## src/rtl/acr_packet_generator.sv

```systemverilog
// -----------------------------------------------------------------------------
// acr_packet_generator
//
// HDMI Audio Clock Regeneration packet source. CTS is measured in the pixel
// clock domain by counting pixel clocks across windows of N/128 audio sample
// strobes. The count is averaged over 2^AVG_LOG2 windows and published as a
// ready-formatted ACR packet (header + four identical subpackets) behind a
// valid/ack handshake.
//
// Parameters:
//   VIDEO_RATE  pixel clock rate in Hz (documentation only)
//   CTS_WIDTH   width of the cycle counter and of CTS, 1..20
//   AVG_LOG2    log2 of windows averaged per published CTS, 0..4
//
// Ports:
//   clk_pixel       in   pixel clock, all logic on its rising edge
//   reset           in   asynchronous active-high reset
//   audio_rate_sel  in 3 0=32k 1=44.1k 2=48k 3=88.2k 4=96k 5=176.4k 6=192k 7=48k
//   sample_strobe   in   one-cycle pulse per audio sample
//   packet_ack      in   scheduler consumed the current packet
//   packet_valid    out  packet contents valid and unconsumed
//   header          out 24 ACR header bytes {HB2, HB1, HB0}
//   sub             out 4x56 four identical ACR subpackets, sub[i] = sub[56*i +: 56]
//   cts_value       out 20 current published CTS (zero-extended)
//   cts_locked      out  an averaged CTS has been published since last restart
// -----------------------------------------------------------------------------
module acr_packet_generator #(
  parameter real VIDEO_RATE = 25.2E6,
  parameter int  CTS_WIDTH  = 20,
  parameter int  AVG_LOG2   = 2
) (
  input  logic         clk_pixel,
  input  logic         reset,
  input  logic [2:0]   audio_rate_sel,
  input  logic         sample_strobe,
  input  logic         packet_ack,
  output logic         packet_valid,
  output logic [23:0]  header,
  output logic [223:0] sub,
  output logic [19:0]  cts_value,
  output logic         cts_locked
);

  localparam int                   ACC_W    = CTS_WIDTH + AVG_LOG2;
  localparam logic [CTS_WIDTH-1:0] CYC_MAX  = '1;
  localparam logic [4:0]           WIN_LAST = 5'((1 << AVG_LOG2) - 1);

  if (CTS_WIDTH < 1 || CTS_WIDTH > 20 || AVG_LOG2 < 0 || AVG_LOG2 > 4 ||
      VIDEO_RATE <= 0.0) begin : g_param_check
    $error("acr_packet_generator: parameter out of range");
  end

  typedef enum logic {
    ST_WAIT_START,
    ST_MEASURE
  } state_t;

  state_t                r_state, w_state_nxt;
  logic [2:0]            r_rate, w_rate_nxt;
  logic [CTS_WIDTH-1:0]  r_cycle_cnt, w_cycle_cnt_nxt;
  logic [7:0]            r_sample_cnt, w_sample_cnt_nxt;
  logic [ACC_W-1:0]      r_acc, w_acc_nxt;
  logic [4:0]            r_win_cnt, w_win_cnt_nxt;
  logic [CTS_WIDTH-1:0]  r_cts, w_cts_nxt;
  logic                  r_valid, w_valid_nxt;
  logic                  r_locked, w_locked_nxt;

  logic [19:0]           w_n;
  logic [7:0]            w_win_len;
  logic [ACC_W-1:0]      w_sum;
  logic [19:0]           w_cts20;
  logic [55:0]           w_sub;

  // N follows the registered rate; code 7 falls back to 48k.
  always_comb begin
    w_n = 20'd6144;
    case (r_rate)
      3'd0:    w_n = 20'd4096;
      3'd1:    w_n = 20'd6272;
      3'd2:    w_n = 20'd6144;
      3'd3:    w_n = 20'd12544;
      3'd4:    w_n = 20'd12288;
      3'd5:    w_n = 20'd25088;
      3'd6:    w_n = 20'd24576;
      default: w_n = 20'd6144;
    endcase
  end

  // Window length in strobes is N/128; every N in the table is below 2^15.
  assign w_win_len = w_n[14:7];

  // Accumulator plus the length of the window closing on this strobe; the
  // cycle counter holds length-1 because it restarts at zero after a boundary.
  assign w_sum = r_acc + ACC_W'(r_cycle_cnt) + ACC_W'(1);

  always_comb begin
    // NOTE: every next-state value is defaulted to its hold value first, so no
    // path through the branches below can leave a signal unassigned (latch).
    w_state_nxt      = r_state;
    w_rate_nxt       = r_rate;
    w_cycle_cnt_nxt  = r_cycle_cnt;
    w_sample_cnt_nxt = r_sample_cnt;
    w_acc_nxt        = r_acc;
    w_win_cnt_nxt    = r_win_cnt;
    w_cts_nxt        = r_cts;
    w_valid_nxt      = r_valid;
    w_locked_nxt     = r_locked;

    // Ack clears valid; a publish later in this block overrides it.
    if (packet_ack) w_valid_nxt = 1'b0;

    if (audio_rate_sel != r_rate || (r_state == ST_MEASURE && r_cycle_cnt == CYC_MAX)) begin
      // Restart on rate change or on timeout (audio stopped); CTS is kept.
      w_rate_nxt       = audio_rate_sel;
      w_state_nxt      = ST_WAIT_START;
      w_cycle_cnt_nxt  = '0;
      w_sample_cnt_nxt = '0;
      w_acc_nxt        = '0;
      w_win_cnt_nxt    = '0;
      w_valid_nxt      = 1'b0;
      w_locked_nxt     = 1'b0;
    end else begin
      case (r_state)
        ST_WAIT_START: begin
          if (sample_strobe) begin
            w_cycle_cnt_nxt  = '0;
            w_sample_cnt_nxt = '0;
            w_state_nxt      = ST_MEASURE;
          end
        end
        ST_MEASURE: begin
          w_cycle_cnt_nxt = r_cycle_cnt + 1'b1;
          if (sample_strobe) begin
            if (r_sample_cnt == w_win_len - 8'd1) begin
              // Boundary strobe closes this window and opens the next.
              w_cycle_cnt_nxt  = '0;
              w_sample_cnt_nxt = '0;
              if (r_win_cnt == WIN_LAST) begin
                w_cts_nxt     = w_sum[AVG_LOG2 +: CTS_WIDTH];
                w_valid_nxt   = 1'b1;
                w_locked_nxt  = 1'b1;
                w_acc_nxt     = '0;
                w_win_cnt_nxt = '0;
              end else begin
                w_acc_nxt     = w_sum;
                w_win_cnt_nxt = r_win_cnt + 5'd1;
              end
            end else begin
              w_sample_cnt_nxt = r_sample_cnt + 8'd1;
            end
          end
        end
        default: w_state_nxt = ST_WAIT_START;
      endcase
    end
  end

  always_ff @(posedge clk_pixel or posedge reset) begin
    // NOTE: state registers use non-blocking assignments so every register
    // samples the pre-edge values regardless of statement order.
    if (reset) begin
      r_state      <= ST_WAIT_START;
      r_rate       <= 3'd2;
      r_cycle_cnt  <= '0;
      r_sample_cnt <= '0;
      r_acc        <= '0;
      r_win_cnt    <= '0;
      r_cts        <= '0;
      r_valid      <= 1'b0;
      r_locked     <= 1'b0;
    end else begin
      r_state      <= w_state_nxt;
      r_rate       <= w_rate_nxt;
      r_cycle_cnt  <= w_cycle_cnt_nxt;
      r_sample_cnt <= w_sample_cnt_nxt;
      r_acc        <= w_acc_nxt;
      r_win_cnt    <= w_win_cnt_nxt;
      r_cts        <= w_cts_nxt;
      r_valid      <= w_valid_nxt;
      r_locked     <= w_locked_nxt;
    end
  end

  assign w_cts20 = 20'(r_cts);

  assign w_sub = {w_n[7:0], w_n[15:8], {4'd0, w_n[19:16]},
                  w_cts20[7:0], w_cts20[15:8], {4'd0, w_cts20[19:16]}, 8'd0};

  assign header       = {8'd0, 8'd0, 8'd1};
  assign sub          = {4{w_sub}};
  assign cts_value    = w_cts20;
  assign packet_valid = r_valid;
  assign cts_locked   = r_locked;

endmodule
```

## config.mk

```make
export PLATFORM = sky130hd
export DESIGN_NAME = acr_packet_generator
export DESIGN_NICKNAME = d
export VERILOG_FILES = /design/src/rtl/acr_packet_generator.sv
export SDC_FILE = /design/constraint.sdc
export NUM_CORES = 1
export LEC_CHECK = 0
export ABC_AREA = 1
export BUFFER_PORTS_ARGS = -buffer_cell sky130_fd_sc_hd__buf_2
export CORE_ASPECT_RATIO = 1.75
export CORE_MARGIN = 3
export CORE_UTILIZATION = 46
export DETAILED_ROUTE_END_ITERATION = 10
export GPL_TIMING_DRIVEN = 0
export HOLD_SLACK_MARGIN = 0.15
export PLACE_DENSITY_LB_ADDON = 0.25
export SYNTH_ARGS = -nofsm -noshare
export SYNTH_HDL_FRONTEND = slang
export SYNTH_SLANG_ARGS = --single-unit
```

## constraint.sdc

```tcl
create_clock -name clk_pixel -period 2.1 [get_ports clk_pixel]
set_input_delay 0.105 -clock clk_pixel [delete_from_list [all_inputs] [get_ports clk_pixel]]
set_output_delay 0.105 -clock clk_pixel [all_outputs]
set_load 0.01 [all_outputs]
```

======== Word-level counts from Yosys, hierarchy flattened ========
Cells that the tools add are included.
W data, S select, Z words.
storage, ports and cells
  flip-flop bits (word level) ............. 81
  ROM bits ................................ 0
  input port bits ......................... 7
  memory bits (writable) .................. 0
  logic and storage cells ................. 74
  output and inout bits ................... 270
  latch bits .............................. 0
  memories ................................ 0
operators by class
  bitwise logic cells ..................... 2
  reduce and logical (&&, ||, !) cells .... 11
  magnitude comparators ................... 0
  eq/ne operators ......................... 11
  divide/modulo/power cells ............... 0
  shift-type cells ........................ 0
  add/subtract/negate cells ............... 6
  mux-type cells .......................... 35
  $mul .................................... 0
operators with widths
  cell                     number
  $mux W22                 5
  $pmux W15 S6             1
  $mux W20                 4
  $pmux W20 S2             1
  $mux W8                  4
  $mux W5                  5
  $add A22 B1 Y22 const B  1
  $add A22 B20 Y22         1
  $add A20 B1 Y20 const B  1
  $eq A20 B20 Y1 const B   1
  $pmux W8 S2              1
  $mux W1                  14
  $eq A3 B3 Y1 const B     3
  $add A8 B1 Y8 const B    1
  $eq A8 B8 Y1             1
  $reduce_bool A2 Y1       4
  $sub A8 B1 Y8 const B    1
  $add A5 B1 Y5 const B    1
  $eq A5 B2 Y1 const B     1
  $reduce_and A5 Y1        1
  $reduce_and A4 Y1        1
  $eq A3 B1 Y1 const B     1
  $eq A3 B2 Y1 const B     1
  $logic_not A3 Y1         1
  8 further kinds          9

======== Logic depth before layout (Yosys ltp) ========
  depth after elaboration ................. 8
  gate-level depth with buffers ........... 18
  gate-level depth less buffers ........... 16

======== Worst setup path before layout ========
No wires, ideal clock.
  path kind ............................... register to register
  start ................................... reg r_rate[1]
  end ..................................... reg r_cts[19] (netlist: cts_value[19])
  path slack .............................. -0.074 ns
  data required time ...................... 1.983 ns
  setup time .............................. 0.117 ns
  stages on the path, launching flop included .. 16
  path buffers ............................ 1
  data arrival time ....................... 2.057 ns
  clock period less this slack ............ 2.174 ns
  cell sequence ........................... dfstp_2 > buf_6 > nand3_2 > ha_1 > inv_1 > nand2_1 > nand2_1 > nand2_1 > a21oi_1 > nand2_1 > nor2_1 > nand3_2 > nor2_4 > nand2_2 > nand2_1 > nand2_1
on the way
  word-level cells in the longest chain between the ends .. 5
  elaborated cells on any way between the ends .. 13
  those cells by class .................... add/sub: 1; eq/ne: 7; mux: 1; bitwise: 1; reduce/logical: 3
RTL lines
  element                               RTL line  text
  start, declared                       59        logic [2:0] r_rate, w_rate_nxt;
  start signal, assigned                173       r_rate <= w_rate_nxt;
  $eq A3 B3 Y1 (tied with other cells)  77        case (r_rate)
  $pmux W15 S6                          77
  $sub A8 B1 Y8                         134       if (r_sample_cnt == w_win_len - 8'd1) begin
  $eq A8 B8 Y1                          134
  $reduce_and A5 Y1 (no source line) *  -
  end signal, assigned                  178       r_cts <= w_cts_nxt;
  end, declared                         64        logic [CTS_WIDTH-1:0] r_cts, w_cts_nxt;
Every way passes the cells marked *; elsewhere a longest branch is shown, timed or not.
A chain may end at the register's enable or synchronous reset.

======== Final worst setup path ========
  start ................................... reg r_rate[1]
  end ..................................... reg r_win_cnt[4]
on the way
  word-level cells in the longest chain between the ends .. 6
  elaborated cells on any way between the ends .. 16
  those cells by class .................... add/sub: 1; eq/ne: 7; mux: 2; reduce/logical: 6
RTL lines
  element                               RTL line  text
  $eq A3 B3 Y1 (tied with other cells)  77
  $pmux W15 S6                          77
  $sub A8 B1 Y8                         134
  $eq A8 B8 Y1                          134
  $reduce_bool A2 Y1 (no source line)   -
  $reduce_and A3 Y1 (no source line)    -
  end signal, assigned                  177       r_win_cnt <= w_win_cnt_nxt;
  end, declared                         63        logic [4:0] r_win_cnt, w_win_cnt_nxt;
Several ways; a longest one is shown, not always the timed one.

==> summary.md <==
| Metric | Value |
|---|---|
| CP required | `2390 ps` |
| Crit start category | `flop` |
| Final GP Congestion | `approximately 0.95` |
| Clock latency on the worst-skew pair | `350 ps` |
| Area of the multi-input gates | `3890 um2` |
| Clock sinks | `81` |
| Mean Syn Cell Area | `7.13 um2` |
| Fin worst setup slack | `-195 ps` |
| Slew Viols, Final | `0` |
| TritonCTS buffer count | `9` |
| Setup-failing EPs final | `between 70 and 80` |
| Crit path max fanout | `7` |
| RSZ-0062 raised after global routing | `true` |
| Vias/cell | `approximately 4.6` |
| Initial core utilization | `47.4%` |
| Tcrit/Tclk final | `109%` |
| Max Buffers Root-to-Sink | `2` |
| Filler Cells Inserted | `~1400` |
| Initial antenna violation count | `0` |
| Initial DRC Count | `357` |
| Most used cell, CP | `nand2_2` |
| Synthesized netlist cell count | `1033` |
| Antenna Nets Post-Route | `0` |
| I/O Pins | `277` |
| Arrival @ worst endpoint | `2580 ps` |
| Worst reg2reg startpoint | `r_rate[1]` |
| CP Buf/Inv Count | `4` |
| Core box area | `approximately 16000 um2` |
| Worst min-delay path category | `input pin to flop` |
| Failing checks | `setup timing` |
| Seq/Total Area, Yosys | `27.5%` |
| Worst-path cell chain | `buf_8 > inv_8 > nand3_4 > ha_4 > inv_2 > nand2_2 > nand2_2 > nand2_2 > a21oi_2 > nand2_2 > nor2_4 > nand3_4 > nor2_4 > buf_12 > nand3b_1 > nand2_1` |
| Worst stage delay on the critical path | `540 ps` |
| Grt total ovfl | `0` |
| Clock Skew | `roughly 7.1 ps` |
| Total GRT Usage | `22.2%` |
| Vias | `7066` |
| Vias in the first global route | `6720` |
| Synth warn | `0` |
| PD cells | `392 nW/um2` |
| Final Util | `63.8%` |
| Cell variety after synth | `35` |
| Reg clk slew, reported paths | `60 ps` |
| Drt pass-1 iters | `5` |
| # rows | `60` |
| Max VDD drop | `~0.00035 V` |
| Largest net degree at the start of global routing | `39` |
| Critical path's slowest cell | `dfstp_2` |
| Clk root buf | `clkbuf_16` |
| Min cycle time layout | `about 2300 ps` |
| Synth area leaders | `dfrtp_1 (27%), buf_4 (25%), nand2_1 (12%), nand3_1 (6.0%), inv_1 (5.0%)` |
| Slack of the worst reg-to-reg path | `-200 ps` |
| Final net count | `approximately 1400` |
| Fmax | `~440 MHz` |
| Cells on worst reg2reg path | `16` |
| Area Growth Syn to Fin | `34.5%` |
| Antenna cells | `0` |
| H-tree depth | `3` |
| #FFs+latches synth | `81` |
| Drc violations | `0` |
| Yosys top cell by area | `dfrtp_1` |
| Synth Cell Area | `7370 um2` |
| FF+latch area | `2030 um2` |
| Hpwl dp | `15900 um` |
| RR Endpoint | `r_win_cnt[4]` |
| CTS tree | `done` |
| CP delay by family, top | `simple AND/OR/NAND/NOR gates` |
| Die Ht | `173 um` |
| Layout cells sized above 1 | `between 40% and 50%` |
| Final WL | `about 20000 um` |
| Post-placement cell count | `1495` |
| Crit path kind | `flop to flop` |
| Crit path to | `r_win_cnt[4]` |
| Worst Setup SP | `r_rate[1]` |
| Outcome | `finished with violations` |
| Full die area | `17600 um2` |
| Fin. Hold Viols | `0` |
| Final cell count without fillers | `1541` |
| DR WL/cell | `about 13 um` |
| MaxCap Viol Count | `0` |
| Leak | `5.48 nW` |
| First-pass GRT wire length | `31400 um` |
| Die width | `102 um` |
| IO Port Bufs | `136` |
| Post-synth top area share | `27.2%` |
| Critical Path Stages | `16` |
| Crit. End Element | `flop` |
[metal layers]
| metal | vias up | track usage [%] | share of wire (%) |
|---|---|---|---|
| li1 | 3538 | - | - |
| met1 | 3159 | 21.3 | 34 |
| met2 | 307 | 43.3 | 54 |
| met3 | 62 | 3.06 | 6.8 |
| met4 | 0 | 11.5 | 4.9 |
| met5 | - | 0 | 0 |
[state kept, by name, summed over array words and instances, names as in the netlist]
register and cells:
r_state 1, packet_valid 1, r_win_cnt 5, r_cycle_cnt 20, r_sample_cnt 8, r_acc 22
cts_value 20, cts_locked 1, r_rate 3
[cell usage in the layout (no fill, tap or decap), types with 3 or more instances in the layout]
master and n:
buf_4 254, nand2_1 208, buf_2 141, conb_1 140
inv_1 96, dfrtp_1 79, nand3_1 66, nor2_1 50
nand2_2 36, a21oi_1 33, nand3b_1 25, nand4_1 23
nand3_2 22, ha_1 20, o21ai_0 14, nor3_1 13
xor2_1 13, buf_6 11, clkbuf_16 9, xnor2_1 8
nand2_4 7, inv_2 7, nand3_4 6, clkbuf_1 5
buf_8 5, nor2_4 5, dlygate4sd3_1 5, nor2_2 4
o22ai_1 4, o21ai_1 4, buf_12 4, nor3_2 3
ha_4 3, clkinv_2 3
[synthesized netlist by cell type]
| master | number |
|---|---|
| fa_1 | 1 |
| buf_1 | 1 |
| a21oi_1 | 35 |
| o21ai_1 | 1 |
| a31o_2 | 1 |
| dfstp_2 | 1 |
| nand3_4 | 2 |
| buf_4 | 245 |
| nand4_1 | 23 |
| clkbuf_1 | 7 |
| inv_2 | 7 |
| nor3_1 | 14 |
| inv_4 | 2 |
| xor2_1 | 13 |
| xnor2_1 | 8 |
| nor4_1 | 3 |
| buf_6 | 3 |
| nor2_1 | 54 |
| inv_1 | 99 |
| nor2_4 | 2 |
| o21ai_0 | 19 |
| nand2_2 | 6 |
| nand3_2 | 4 |
| a21boi_0 | 1 |
| conb_1 | 2 |
| nand3_1 | 88 |
| nand2_1 | 244 |
| buf_2 | 8 |
| and3_1 | 1 |
| o22ai_1 | 4 |
| nor2_2 | 3 |
| ha_1 | 24 |
| dfrtp_1 | 80 |
| nand3b_1 | 25 |
| nor3_2 | 2 |
[kinds of logic (layout without fill, tap and decap cells)]
family	after synthesis	in the layout	share of synthesized area (%)
buf+inv	372	554	31.9
fa+ha+maj	25	25	4.35
simple gates	471	473	29.3
other cells	2	140	0.102
compound gates	61	61	4.30
flops	81	81	27.5
xor+xnor	21	21	2.50
[tightest hold or removal path: stages]
cell     delay (ps)
buf_2           130
inv_1           140
a21oi_1         110
[where the power goes]
part / switching, mW / internal, mW
logic: 0.377 / 0.305
clock network: 0.655 / 0.982
registers: 0.00348 / 1.57
total: 1.04 / 2.85
[how the worst min path moves through the flow]
stage                      startpoint              end  slack (ps)  depth (start not counted)
floorplan           audio_rate_sel[1]        r_rate[1]         180                          1
global placement    audio_rate_sel[1]        r_rate[1]         310                          2
detailed placement              reset  r_sample_cnt[4]         160                          2
CTS                     sample_strobe          r_state         150                          3
global route            sample_strobe          r_state         200                          3
finish                  sample_strobe          r_state         190                          3
[through the flow]
stage / hold slack, ps / worst slack [ps] / area (um2) / TNS, ps / power (mW)
finish: 189 / -195 / 9910 / -8250 / 3.89
global route: 200 / -287 / 9910 / -17210 / 4.04
CTS: 153 / -168 / 9720 / -7020 / 3.88
detailed placement: 164 / -415 / 8880 / -17060 / 2.21
global placement: 307 / -419 / 8840 / -16880 / 2.20
floorplan: 183 / -34.2 / 7920 / -171 / 2.11
[final cells by class]
type / instances / share of cell area [%]
repair buffers: 166 / 10.3
repair inverters: 1 / 0.0757
clock buffers: 11 / 2.55
clock inverters: 5 / 0.543
multi-input cells: 720 / 39.2
inverters: 108 / 4.45
well taps: 186 / 2.35
plain buffers: 263 / 20.0
flip-flops and latches: 81 / 20.5
[what timing repair did]
item / in CTS / in global routing
gates cloned: 7 / 0
endpoints found under the setup margin: 81 / 80
gates resized for setup: 84 / 48
hold endpoints to repair: 21 / 0
hold buffers: 5 / 0
pin swaps: 36 / 28
buffers inserted: 17 / 3
Power figures use the tool's default switching activity.
